<file path="src/rtl/regfile_pkg.sv">
// Shared defaults, types and reset-value helper for the scoreboarded register file.
package regfile_pkg;

  localparam int unsigned DATA_W   = 32;
  localparam int unsigned ADDR_W   = 4;
  localparam int unsigned NUM_REGS = 15;

  typedef logic [ADDR_W-1:0] reg_addr_t;
  typedef logic [DATA_W-1:0] reg_data_t;

  function automatic reg_data_t init_val(input int unsigned i, input bit init_index);
    return init_index ? reg_data_t'(i) : '0;
  endfunction

endpackage

</file>
<file path="src/rtl/sb_counter.sv">
// Saturating in-flight write counter for one register; inc is refused while
// saturated unless a same-cycle dec frees the slot.
module sb_counter #(
  parameter int unsigned CNT_W = 2
) (
  input  logic clk,
  input  logic rst,
  input  logic inc,
  input  logic dec,
  input  logic flush,
  output logic full,
  output logic nonzero,
  output logic one
);

  logic [CNT_W-1:0] cnt;
  logic             inc_ok;
  logic             dec_ok;

  assign full    = (cnt == '1);
  assign nonzero = (cnt != '0);
  assign one     = (cnt == CNT_W'(1));
  assign inc_ok  = inc & (~full | dec);
  assign dec_ok  = dec & nonzero;

  always_ff @(posedge clk or posedge rst) begin
    if (rst)
      cnt <= '0;
    else if (flush)
      cnt <= '0;
    else if (inc_ok && !dec_ok)
      cnt <= cnt + CNT_W'(1);
    else if (dec_ok && !inc_ok)
      cnt <= cnt - CNT_W'(1);
  end

endmodule

</file>
<file path="src/rtl/regfile_sb.sv">
// Register file with NUM_RD bypassed read ports and a pending-write scoreboard.
module regfile_sb #(
  parameter int unsigned DATA_W     = regfile_pkg::DATA_W,
  parameter int unsigned NUM_REGS   = regfile_pkg::NUM_REGS,
  parameter int unsigned ADDR_W     = regfile_pkg::ADDR_W,
  parameter int unsigned NUM_RD     = 2,
  parameter int unsigned CNT_W      = 2,
  parameter int unsigned INIT_INDEX = 1
) (
  input  logic                     clk,
  input  logic                     rst,
  input  logic                     wb_en,
  input  logic [ADDR_W-1:0]        wb_addr,
  input  logic [DATA_W-1:0]        wb_data,
  input  logic [NUM_RD*ADDR_W-1:0] rd_addr,
  output logic [NUM_RD*DATA_W-1:0] rd_data,
  output logic [NUM_RD-1:0]        rd_busy,
  input  logic                     issue_en,
  input  logic [ADDR_W-1:0]        issue_addr,
  output logic                     issue_full,
  input  logic                     flush
);

  import regfile_pkg::*;

  localparam int unsigned SPAN = 2 ** ADDR_W;

  logic [DATA_W-1:0] regs [NUM_REGS];
  logic              wb_hit;
  logic              issue_in_range;
  logic [SPAN-1:0]   cnt_full;
  logic [SPAN-1:0]   cnt_nz;
  logic [SPAN-1:0]   cnt_one;

  assign wb_hit         = wb_en && (32'(wb_addr) < NUM_REGS);
  assign issue_in_range = 32'(issue_addr) < NUM_REGS;

  always_ff @(posedge clk or posedge rst) begin
    if (rst) begin
      for (int unsigned i = 0; i < NUM_REGS; i++)
        regs[i] <= DATA_W'(init_val(i, INIT_INDEX != 0));
    end else if (wb_hit) begin
      regs[wb_addr] <= wb_data;
    end
  end

  // Status vectors span the whole address space so any address can index them;
  // slots beyond NUM_REGS read as idle.
  for (genvar r = 0; r < SPAN; r++) begin : g_sb
    if (r < NUM_REGS) begin : g_cnt
      sb_counter #(.CNT_W(CNT_W)) u_cnt (
        .clk     (clk),
        .rst     (rst),
        .inc     (issue_en && (issue_addr == ADDR_W'(r))),
        .dec     (wb_en && (wb_addr == ADDR_W'(r))),
        .flush   (flush),
        .full    (cnt_full[r]),
        .nonzero (cnt_nz[r]),
        .one     (cnt_one[r])
      );
    end else begin : g_tie
      assign cnt_full[r] = 1'b0;
      assign cnt_nz[r]   = 1'b0;
      assign cnt_one[r]  = 1'b0;
    end
  end

  assign issue_full = issue_in_range && cnt_full[issue_addr] &&
                      !(wb_en && (wb_addr == issue_addr));

  always_comb begin
    logic [ADDR_W-1:0] a;
    logic              wb_match;
    rd_data  = '0;
    rd_busy  = '0;
    a        = '0;
    wb_match = 1'b0;
    for (int unsigned p = 0; p < NUM_RD; p++) begin
      a        = rd_addr[p*ADDR_W +: ADDR_W];
      wb_match = wb_en && (wb_addr == a);
      if (32'(a) < NUM_REGS) begin
        rd_data[p*DATA_W +: DATA_W] = wb_match ? wb_data : regs[a];
        rd_busy[p] = cnt_nz[a] && !(wb_match && cnt_one[a]);
      end
    end
  end

endmodule

</file>
<file path="config.mk">
export PLATFORM = sky130hd
export DESIGN_NAME = regfile_sb
export DESIGN_NICKNAME = d
export VERILOG_FILES = /design/src/rtl/regfile_pkg.sv /design/src/rtl/sb_counter.sv /design/src/rtl/regfile_sb.sv
export SDC_FILE = /design/constraint.sdc
export NUM_CORES = 1
export LEC_CHECK = 0
export CAP_MARGIN = 25
export CORE_AREA = 3 3 250 252
export CTS_CLUSTER_DIAMETER = 80
export CTS_CLUSTER_SIZE = 16
export DETAILED_ROUTE_END_ITERATION = 16
export DIE_AREA = 0 0 253 255
export PLACE_DENSITY = 0.7
export SYNTH_ARGS = -nofsm -noshare
export SYNTH_HDL_FRONTEND = slang
export SYNTH_SLANG_ARGS = --single-unit
</file>
<file path="constraint.sdc">
create_clock -name clk -period 21.2 [get_ports clk]
set_input_delay 5.3 -clock clk [delete_from_list [all_inputs] [get_ports clk]]
set_output_delay 5.3 -clock clk [all_outputs]
set_load 0.005 [all_outputs]
</file>
==> run_results.csv <==
group,metric,value,unit
synthesis,syn_inst,2523,
layout,area_delta_synth_final,9.49,%
sta,period_needed,14.82,ns
synthesis,yosysUniqueCellTypes,48,
cts,hold_buffers,0,
hold_path,min_from,"regs[96]",
synthesis,synth_most_common_cell,"dfrtp_1",
synthesis,synth_top_flop_cell,"dfrtp_1",
critical_path,crit_buf_inv,4,
critical_path,crit_path_frequent_cell,"buf_4",
routing,routed_wl,91800,um
critical_path,crit-reg2reg-launch,"g_sb[1].g_cnt.u_cnt.cnt[0]",
synthesis,ys_seq_area_frac,0.424,
global_routing,antenna_found_initial,4,
synthesis,synth_area_leaders,"dfrtp_1 40%, mux2_2 16%, mux4_2 11%",
sta,setup_viol,0,
job,max_cap_viol_count,0,
cts,clock_latency,0.59,ns
synthesis,synth_enable_flop_cells,0,
synthesis,synth_top_family_by_area,"multiplexers",
critical_path,crit_arrival,9.52,ns
synthesis,netlist.area_leader.share,0.400,
critical_path,worstRegToRegCells,6,
die,fp.dieW,253,um
hold_path,hold_end,"regs[96]",
global_routing,grt_pass1_vias,22681,
synthesis,synth_simple_gate_area_share,0.0739,
routing,drt_first_iter_violations,2374,
layout,regArea,12800,um2
synthesis,synth_area_per_cell,12.0,um2
sta,max_freq,0.0675,GHz
critical_path,cp_top_family,"buffers and inverters",
cts,h-tree-depth,2,
cts,cts-root-buf,"clkbuf_16",
layout,fillers,4997,
die,die_h,255,um
hold_path,whs_path_depth,2,
layout,design_area,33000,um2
routing,vias,22115,
placement,io_buffers,119,
sta,rsz0062_at_grt,"no",
placement,placed_area,31800,um2
placement,dp_hpwl,55600,um
routing,ant_nets,0,
critical_path,cp_max_fo,91,
sta,final.setup.tns,0,ns
layout,drive_above_1_share,0.298,
critical_path,worstPathRequired,15.90,ns
routing,drc_errors,0,
layout,nets,2586,
critical_path,slowest_stage,"buf_4",
outcome,status,"complete, no violations",
routing,drt_first_pass_iters,7,
placement,routabilityCongestion,0.891,
layout,multi_input_area,16200,um2
cts,cts_resized,0,
cts,cts.clk_slew.worst_paths,0.07,ns
critical_path,r2r-end,"g_sb[1].g_cnt.u_cnt.cnt[0]",
synthesis,synth_xor_area_frac,0.00348,
global_routing,grtUsageTotal,0.284,
cts,cts_buffers,39,
global_routing,grt_max_degree,167,
routing,wl_per_cell,27.8,um
synthesis,synth_nets,2621,
layout,fin_util,0.547,
power_and_ir_drop,power_density,85.7,nW/um2
critical_path,path_cells,"buf_8 -> buf_4 -> buf_4 -> mux4_2 -> nor2b_1 -> a211oi_1 -> a21oi_1 -> a22o_1 -> clkdlybuf4s50_1",
die,dieArea,64500,um2
sta,slew_headroom,0.289,
cts,cts_setup_buffers,0,
critical_path,critPathLaunchType,"primary input",
synthesis,ys_ff_latch,510,
critical_path,path_class,"primary input to output port",
routing,via_per_inst,6.71,
power_and_ir_drop,power_leakage,14.2,nW
critical_path,critical-path-max-stage-delay,0.83,ns
sta,drv_slew,0,
synthesis,synth_compound_area_frac,0.103,
critical_path,critPathLaunch,"rd_addr[1]",
synthesis,yosysWarningCount,0,
cts,cts_tree,"built",
sta,hold_viol,0,
power_and_ir_drop,total_power,2.83,mW
synthesis,syn-cell-area,30200,um2
hold_path,hold_class,"flop to flop",
die,rows,90,
die,initial_core_util,0.500,
synthesis,synth-async-reset-ratio,1.00,
global_routing,grt_first_pass_wirelength,139000,um
synthesis,synth_commonest_cells,"482 x dfrtp_1, 432 x mux2_2, 237 x nand2_1",
power_and_ir_drop,ir_worst_vdd,0.0497,mV
die,ios,120,
global_routing,overflow,0,
sta,worstMarginPinSlew,1.07,ns
cts,cts_num_sinks,510,
synthesis,yosysTopAreaCell,"dfrtp_1",
synthesis,synthAdderAreaFrac,0.0187,
sta,post-route-period-util,0.699,
cts,clockBufferDepth,3,
synthesis,synthMuxAreaShare,0.333,
critical_path,r2r_slack,19.19,ns
sta,clock_skew,0.00591,ns
die,core,60400,um2
critical_path,cp-end-kind,"output port",
[through the flow]
step,setup slack (ns),hold slack [ns],std cells
2_1_floorplan,1.70,0.443,2523
3_3_place_gp,6.49,0.452,3226
3_5_place_dp,6.49,0.460,3228
4_1_cts,6.49,0.472,3294
5_1_grt,6.27,0.495,3296
6_report,6.38,0.471,3297
[how the worst max path moves through the flow]
stage                                 endpoint  cells past startpoint
floorplan           g_sb[0].g_cnt.u_cnt.cnt[0]                      1
global placement                   rd_data[27]                      9
finish                              rd_data[6]                      9
CTS                                 rd_data[6]                      9
detailed placement                  rd_data[6]                      9
global route                        rd_data[6]                      9
[cell type report]
cell class / instances / share of cell area
multi-input combinational: 1702 / 0.490
sequential: 510 / 0.387
timing repair buffer: 170 / 0.0499
clock buffer: 58 / 0.0323
tap: 782 / 0.0296
inverter: 65 / 0.00761
clock inverter: 8 / 0.00352
antenna: 2 / 0.000151
[placed cells by master (no fill, tap or decap), types with 4 or more instances in the layout]
master	synthesis	routed
inv_1	65	64
o21ai_0	11	11
dfstp_2	28	28
a22o_1	61	61
o211ai_1	14	14
mux4_2	148	148
or3_1	5	5
o221ai_1	33	33
a21oi_1	85	85
nand3b_1	5	5
nand2_1	237	227
mux2i_1	185	185
nor3b_1	4	4
a211oi_1	72	72
buf_4	8	50
mux2_2	432	432
xor2_1	9	9
nand2b_1	6	5
a221o_1	32	32
ha_1	45	45
clkdlybuf4s50_1	0	111
nand2_2	0	10
nor2b_1	99	96
nor2_1	52	48
nand3_1	12	9
a22oi_1	29	29
a2bb2oi_1	32	32
clkbuf_1	137	17
a2111oi_0	32	32
nor3_1	36	36
clkbuf_16	0	39
dfrtp_1	482	482
[worst reg2reg max path, cell delays in order (launching register included)]
cell and delay (ns):
dfrtp_1 0.43, inv_1 0.09, ha_1 0.27, nor3_1 0.41
a21oi_1 0.14, mux2i_1 0.20, mux2_2 0.36
[state kept, by name, indices dropped and copies added, names as in the netlist]
register / count
g_sb.g_cnt.u_cnt.cnt: 30
regs: 480
[power by group]
| part | leakage (nW) | switching (mW) | internal (mW) |
|---|---|---|---|
| Clock | 0.572 | 0.364 | 0.377 |
| Sequential | 6.28 | 0.164 | 1.19 |
| Combinational | 7.34 | 0.312 | 0.422 |
| Total | 14.2 | 0.840 | 1.99 |
[logic make-up (layout without fill, tap and decap cells)]
| kind of cell | after synthesis | in the layout |
|---|---|---|
| flip-flops | 510 | 510 |
| adder cells (fa/ha/maj) | 45 | 45 |
| other | 0 | 2 |
| AND/OR/NAND/NOR | 473 | 473 |
| buffers and inverters | 311 | 301 |
| multiplexers | 765 | 765 |
| AO/OA/AOI/OAI | 407 | 407 |
| XOR/XNOR | 12 | 12 |
[metal layers]
layer	global-route usage	vias up	routed length (um)
met4	0.125	6	3680
met1	0.364	11420	35800
met3	0.0575	252	7800
li1	-	9342	-
met2	0.472	1095	44500
met5	0	-	39
(Power assumes the default switching activity.)
